--- src/rtl/physical_word_align_pkg.sv ---
// Shared types and constants for the receive-side word aligner.
// Holds the FSM state encoding, comma constants and a counter-width helper.
package physical_word_align_pkg;

    typedef enum logic [2:0] {
        ST_IDLE,
        ST_CHECK,
        ST_SLIP,
        ST_WAIT,
        ST_LOCKED,
        ST_FAIL
    } state_t;

    // K28.5 comma, running disparity negative
    localparam logic [9:0] K28_5_RDN = 10'h0FA;

    // Counter width for a count range of n values; never below one bit
    function automatic int cnt_width(input int n);
        return (n <= 1) ? 1 : $clog2(n);
    endfunction

endpackage

--- src/rtl/physical_word_align.sv ---
// Word aligner: hunts for TRAIN_PATTERN, issues ISERDES bitslips, then locks.
// Ports: i_clk, i_arst_n, i_enable, i_data in; o_bitslip, o_data, o_valid,
//        o_locked, o_train_fail, o_slip_cnt out (all registered).
module physical_word_align
    import physical_word_align_pkg::*;
#(
    parameter int                    DATA_WIDTH    = 10,
    parameter logic [DATA_WIDTH-1:0] TRAIN_PATTERN = K28_5_RDN,
    parameter int                    LOCK_COUNT    = 16,
    parameter int                    SLIP_WAIT     = 4,
    parameter int                    MAX_SLIPS     = 9
) (
    input  logic                  i_clk,
    input  logic                  i_arst_n,
    input  logic                  i_enable,
    input  logic [DATA_WIDTH-1:0] i_data,
    output logic                  o_bitslip,
    output logic [DATA_WIDTH-1:0] o_data,
    output logic                  o_valid,
    output logic                  o_locked,
    output logic                  o_train_fail,
    output logic [3:0]            o_slip_cnt
);

    localparam int MW = cnt_width(LOCK_COUNT);
    localparam int WW = cnt_width(SLIP_WAIT);
    localparam int SW = cnt_width(MAX_SLIPS + 1);

    state_t          state;
    logic [MW-1:0]   match_cnt;
    logic [WW-1:0]   wait_cnt;
    logic [SW-1:0]   slip_cnt;

    // slip_cnt is itself a register, so this stays a registered output
    assign o_slip_cnt = 4'(slip_cnt);

    always_ff @(posedge i_clk or negedge i_arst_n) begin
        if (!i_arst_n) begin
            state        <= ST_IDLE;
            match_cnt    <= '0;
            wait_cnt     <= '0;
            slip_cnt     <= '0;
            o_bitslip    <= 1'b0;
            o_data       <= '0;
            o_valid      <= 1'b0;
            o_locked     <= 1'b0;
            o_train_fail <= 1'b0;
        end else begin
            // Pulse and data outputs default low; only SLIP/LOCKED raise them
            o_bitslip <= 1'b0;
            o_data    <= '0;
            o_valid   <= 1'b0;
            if (!i_enable) begin
                // Disable wins over any same-cycle compare decision
                state        <= ST_IDLE;
                match_cnt    <= '0;
                wait_cnt     <= '0;
                slip_cnt     <= '0;
                o_locked     <= 1'b0;
                o_train_fail <= 1'b0;
            end else begin
                case (state)
                    ST_IDLE: begin
                        match_cnt <= '0;
                        wait_cnt  <= '0;
                        slip_cnt  <= '0;
                        state     <= ST_CHECK;
                    end
                    ST_CHECK: begin
                        if (i_data == TRAIN_PATTERN) begin
                            if (match_cnt == MW'(LOCK_COUNT - 1)) begin
                                state    <= ST_LOCKED;
                                o_locked <= 1'b1;
                                o_valid  <= 1'b1;
                                o_data   <= i_data;
                            end else begin
                                match_cnt <= match_cnt + 1'b1;
                            end
                        end else begin
                            match_cnt <= '0;
                            if (slip_cnt == SW'(MAX_SLIPS)) begin
                                state        <= ST_FAIL;
                                o_train_fail <= 1'b1;
                            end else begin
                                // Count moves with the pulse so o_slip_cnt
                                // already includes the slip being issued
                                state     <= ST_SLIP;
                                o_bitslip <= 1'b1;
                                slip_cnt  <= slip_cnt + 1'b1;
                            end
                        end
                    end
                    ST_SLIP: begin
                        wait_cnt <= '0;
                        state    <= ST_WAIT;
                    end
                    ST_WAIT: begin
                        if (wait_cnt == WW'(SLIP_WAIT - 1)) begin
                            wait_cnt <= '0;
                            state    <= ST_CHECK;
                        end else begin
                            wait_cnt <= wait_cnt + 1'b1;
                        end
                    end
                    ST_LOCKED: begin
                        // Lock is sticky; the link layer drops i_enable
                        o_data  <= i_data;
                        o_valid <= 1'b1;
                    end
                    ST_FAIL: begin
                        state <= ST_FAIL;
                    end
                    default: begin
                        state <= ST_IDLE;
                    end
                endcase
            end
        end
    end

endmodule
--- config.mk ---
export PLATFORM = sky130hd
export DESIGN_NAME = physical_word_align
export DESIGN_NICKNAME = d
export VERILOG_FILES = /design/src/rtl/physical_word_align_pkg.sv /design/src/rtl/physical_word_align.sv
export SDC_FILE = /design/constraint.sdc
export NUM_CORES = 1
export LEC_CHECK = 0
export CORE_MARGIN = 8
export CORE_UTILIZATION = 48
export DETAILED_ROUTE_END_ITERATION = 12
export GPL_TIMING_DRIVEN = 0
export PLACE_DENSITY = 0.77
export SYNTH_ARGS = -nofsm -noshare
export SYNTH_HDL_FRONTEND = slang
export SYNTH_SLANG_ARGS = --single-unit
--- constraint.sdc ---
create_clock -name i_clk -period 1.9 [get_ports i_clk]
set_input_delay 0.38 -clock i_clk [delete_from_list [all_inputs] [get_ports i_clk]]
set_output_delay 0.38 -clock i_clk [all_outputs]
set_load 0.005 [all_outputs]
==> flow_summary.ini, run 1 <==
[outcome]
outcome = finished clean

[floorplan]
die_x_um = 68.4
die_h_um = 68.4
core_area_um2 = 2690
ios = 31
start_util_pct = 49.0
dieArea_um2 = 4680
rows = 19

[sta]
fin_ws_ns = 0.175
layout_min_cycle_time_ns = 1.73
hold_viol_final = 0
grt_setup_unrepaired = false
drv_slew = 0
clock.fmax_ghz = 0.580
setup_viol = 0
slew_headroom_pct = 60.5
finalCritPeriodShare_pct = 90.8
worstMarginPinSlew_ns = 0.593
fin_skew_ns = 0.00518

[synth]
synth_fp_nets = 138
synth_edf_count = 0
synth.area.top_cells = dfrtp_1, and2_1, a21oi_1
synth_top_cell_by_area = dfrtp_1
yosysTopAreaCellShare_pct = 51.3
netlist_area_um2 = 1320
syn_avg_cell_area_um2 = 10.9
synthArstFlopShare_pct = 100
synth_commonest_cells = dfrtp_1, a21oi_1, and2_1
synth.distinct_cells = 41
synth_ff_type = dfrtp_1
seq_area_frac_synth_pct = 51.3
yosys_warnings = 0
syn_inst = 121
synth_seq_cells = 27
synth_most_common_cell = dfrtp_1

[worst_setup_path]
crit_chain = clkdlybuf4s50_1
criticalPathCategory = register to primary output
critical_path_arrival_ns = 1.35
critPathLaunchType = register
cpMaxStageDelayCell = clkdlybuf4s50_1
crit_family = buffers and inverters
crit_buf_inv = 1
crit_fanout = 6
max_stage_delay_ns = 0.54
cp.required_ns = 1.52
cp-end-kind = primary output

[place]
dpl.hpwl_um = 2320
place_congestion = 0.840
io_buffers = 30
post-place-ws_ns = -0.267

[power]
power_density_nw_per_um2 = 660
power.static_leakage_nw = 0.758
power.total_mw = 1.11
peakVddDrop_mv = 0.694

[drt]
first_iter_violations = 32
vias = 1073
wl_per_cell_um = 16.2
wirelength_um = 3030
ant_nets = 0
viasPerCell = 5.74
remaining_drc_errors = 0
firstDrtPassIters = 4

[cts]
cts.clk_slew.worst_paths_ns = 0.14
clock_latency_ns = 0.32
cts_inserted_buffers = 3
cts-root-buf = clkbuf_4
htree_levels = 1
clkSinkCount = 27
cts_tree = built
cts.path.max_buffers = 2

[grt]
antenna_found_initial = 0
grt_pass1_wl_um = 4880
grtUsageTotal_pct = 13.6
grt_pass1_vias = 1123
overflow = 0
grt_max_degree = 28

[final_layout]
antenna_cells = 0
fin_util_pct = 62.7
area_growth_pct = 27.9
final_nets = 174
drive_gt1_share_pct = 8.97

[run]
drv_cap = 0

[hold_path]
hold_path.class = input pin to async pin
-- cell usage in the layout (no fill, tap or decap), drive strengths merged, types with 2 or more instances in the layout --
cell / n
o32ai: 2
and2: 10
dfrtp: 27
mux2i: 3
nand2: 8
or3: 2
buf: 4
and3: 3
a21o: 2
o21ai: 3
clkdlybuf4s50: 29
nand3b: 2
nand3: 4
nand4bb: 3
a21oi: 11
inv: 7
clkbuf: 5
ha: 4
nor2: 9
-- metrics by stage --
stage                     hold slack [ns]  instances  setup TNS [ns]  area (µm²)
after CTS                           0.515        186               0        1680
after detailed placement            0.496        182           -4.27        1660
after global placement              0.486        182           -3.51        1660
after floorplan                    0.0844        121               0        1320
after global routing               0.0741        187               0        1690
final                              0.0373        187               0        1690
-- power breakdown --
part	switching, mW	internal, mW	total [mW]
sequential	0.0156	0.597	0.613
clock	0.165	0.0822	0.247
combinational	0.137	0.116	0.253
-- what timing repair did --
| action | 4_1_cts | 5_1_grt |
|---|---|---|
| endpoints found under the setup margin | 0 | 12 |
| hold buffers | 0 | 0 |
| gates resized for setup | 0 | 0 |
| setup buffers | 0 | 1 |
-- state kept, by name, indices dropped and copies added (netlist names) --
signal / cells
o_slip_cnt: 4
o_data: 10
o_locked: 1
state: 3
o_train_fail: 1
wait_cnt: 2
o_valid: 1
match_cnt: 4
o_bitslip: 1
-- worst paths after layout --
check / from / to / slack (ns) / cells after the start
worst max-delay path: o_slip_cnt[2]$_DFFE_PN0P_ / o_slip_cnt[2] / 0.17 / 1
worst min-delay path: i_arst_n / o_data[6]$_DFF_PN0_ / 0.04 / 1
worst max register to register: state[2]$_DFFE_PN0P_ / o_slip_cnt[0]$_DFFE_PN0P_ / 0.22 / 5
worst min register to register: match_cnt[0]$_DFFE_PN0P_ / match_cnt[0]$_DFFE_PN0P_ / 0.51 / 1
max in group asynchronous: i_arst_n / o_slip_cnt[1]$_DFFE_PN0P_ / 1.47 / 1
min in group i_clk: match_cnt[0]$_DFFE_PN0P_ / match_cnt[0]$_DFFE_PN0P_ / 0.51 / 1
-- cells by family (layout without fill, tap and decap cells) --
| family | Yosys count | in the layout | share of synthesized area, % |
|---|---|---|---|
| buffers and inverters | 10 | 45 | 3.51 |
| AND/OR/NAND/NOR | 49 | 49 | 23.9 |
| AO/OA/AOI/OAI | 28 | 28 | 15.2 |
| multiplexers | 3 | 3 | 2.28 |
| flip-flops | 27 | 27 | 51.3 |
| adder cells (fa/ha/maj) | 4 | 4 | 3.80 |
-- per-layer routing --
metal	GRT usage [%]	part of all wire [%]
met5	0	0
met1	13.5	39
met2	24.5	50
met3	4.42	9.3
met4	7.16	2.1
-- final cells by class --
cell class / instances / area [µm²]
Fill cell: 221 / 1000
Sequential cell: 27 / 676
Multi-Input combinational cell: 84 / 596
Timing Repair Buffer: 31 / 303
Tap cell: 31 / 38.8
Clock buffer: 4 / 26.3
Inverter: 7 / 26.3
Buffer: 3 / 20.0
Note: power is estimated with default switching activity, not from simulation.
==> run 2, diff against run 1 <==
--- a/config.mk
+++ b/config.mk
@@ -5,7 +5,7 @@
 export SDC_FILE = /design/constraint.sdc
 export NUM_CORES = 1
 export LEC_CHECK = 0
-export CORE_MARGIN = 8
+export CORE_MARGIN = 5
 export CORE_UTILIZATION = 48
 export DETAILED_ROUTE_END_ITERATION = 12
 export GPL_TIMING_DRIVEN = 0
==> flow_summary.ini, run 2 (synthesis gave the netlist of run 1 again) <==
[hold_path]
worstHoldEndpoint = match_cnt[0]$_DFFE_PN0P_
hold_depth = 1
worstHoldStart = match_cnt[0]$_DFFE_PN0P_
hold_path.class = register to register

[cts]
clock_latency_ns = 0.32
cts.path.max_buffers = 2
clkSinkCount = 27
cts_tree = built
cts-root-buf = clkbuf_4
cts_inserted_buffers = 3
cts.clk_slew.worst_paths_ns = 0.14
htree_levels = 1

[drt]
first_iter_violations = 29
remaining_drc_errors = 0
firstDrtPassIters = 4
wirelength_um = 2950
wl_per_cell_um = 15.7
viasPerCell = 5.70
ant_nets = 0
vias = 1071

[sta]
fin_skew_ns = 0.00438
hold_ws_ns = 0.520
hold_viol_final = 0
totalNegativeSetupSlack_ns = 0
clock.fmax_ghz = 0.575
grt_setup_unrepaired = false
finalCritPeriodShare_pct = 91.5
slew_headroom_pct = 22.7
layout_min_cycle_time_ns = 1.74
setup_viol = 0
drv_slew = 0
worstMarginPinSlew_ns = 1.16

[worst_setup_path]
crit_family = buffers and inverters
r2r_end = state[2]$_DFFE_PN0P_
critPathLaunchType = input pin
cpMaxStageDelayCell = clkdlybuf4s50_1
rrSetupSlack_ns = 0.28
crit_chain = clkdlybuf4s50_1, nand4bb_4, nor4_4, buf_4, a21o_4, and2_1
cp-end-kind = register
critical_path_arrival_ns = 2.00
r2r_cells = 5
max_stage_delay_ns = 0.66
timing.rr.start = wait_cnt[0]$_DFFE_PN0P_
crit_fanout = 9
crit_buf_inv = 2
criticalPathCategory = input pin to register
cp.required_ns = 2.16

[final_layout]
fin_util_pct = 63.2
multi_input_area_um2 = 596
drive_gt1_share_pct = 8.92
seq_area_um2 = 676
antenna_cells = 0
largest_reg_flops = 10
final_nets = 175
largest_register = o_data
layout_commonest_cell = clkdlybuf4s50_1
layout_common_cells = clkdlybuf4s50_1, dfrtp_1, a21oi_1
n_fill_cell = 228
area_growth_pct = 28.9

[floorplan]
die_x_um = 62.4
dieArea_um2 = 3890
start_util_pct = 49.0
rows = 19
core_area_um2 = 2690
ios = 31
die_h_um = 62.4

[place]
place_congestion = 0.829
dpl.hpwl_um = 2200
io_buffers = 30

[run]
drv_cap = 0

[power]
power_density_nw_per_um2 = 652
power.static_leakage_nw = 0.764
peakVddDrop_mv = 0.547

[grt]
grt_pass1_wl_um = 4960
overflow = 0
antenna_found_initial = 0
grt_max_degree = 28
grtUsageTotal_pct = 15.5
grt_pass1_vias = 1073

[outcome]
outcome = finished clean
-- run 2: cell types whose count changed in the layout (fill, tap and decap cells not counted) --
cell,before,now
buf_2,2,1
buf_4,1,2
clkdlybuf4s50_1,29,30
-- run 2: metal layers --
layer  vias up  track usage [%]  share of wire, %
met5         -                0                 0
met3         6             4.14               5.3
met4         0             6.37               1.8
met2        32             25.0                48
met1       527             19.5                45
li1        506                -                 -
-- run 2: worst max-delay path by stage --
stage / from / endpoint / slack [ns] / depth (start not counted)
after detailed placement: i_enable / o_data[2]$_DFF_PN0_ / -0.27 / 5
final: i_enable / o_data[2]$_DFF_PN0_ / 0.16 / 6
after global placement: i_enable / o_data[6]$_DFF_PN0_ / -0.22 / 5
after global routing: i_enable / o_data[0]$_DFF_PN0_ / 0.09 / 6
after floorplan: wait_cnt[0]$_DFFE_PN0P_ / state[2]$_DFFE_PN0P_ / 0.39 / 4
after CTS: i_enable / o_data[2]$_DFF_PN0_ / 0.05 / 5
-- run 2: stage by stage --
step           instances  power, mW  instance area (µm²)  setup WS [ns]
2_1_floorplan        121      0.779                 1320          0.387
3_3_place_gp         182      0.863                 1660         -0.216
3_5_place_dp         182      0.876                 1660         -0.275
4_1_cts              186       1.12                 1680         0.0516
5_1_grt              188       1.17                 1700         0.0875
6_report             188       1.11                 1700          0.162
-- run 2: layout make-up --
class,instances,share of cell area (%)
multi-input cells,84,35.1
plain buffers,3,1.18
inverters,7,1.55
repair buffers,32,18.6
well taps,31,2.28
flip-flops and latches,27,39.8
clock buffers,4,1.55
-- run 2: repair_timing --
| action | 4_1_cts | 5_1_grt |
|---|---|---|
| resized for setup | 0 | 0 |
| hold buffers | 0 | 0 |
| hold endpoints to repair | 0 | 0 |
| setup endpoints to repair | 0 | 12 |
| setup buffers | 0 | 2 |
-- run 2: where the power goes --
part           switching (mW)  internal, mW
clock                   0.158        0.0820
combinational           0.137         0.117
sequential             0.0156         0.597
total                   0.311         0.796
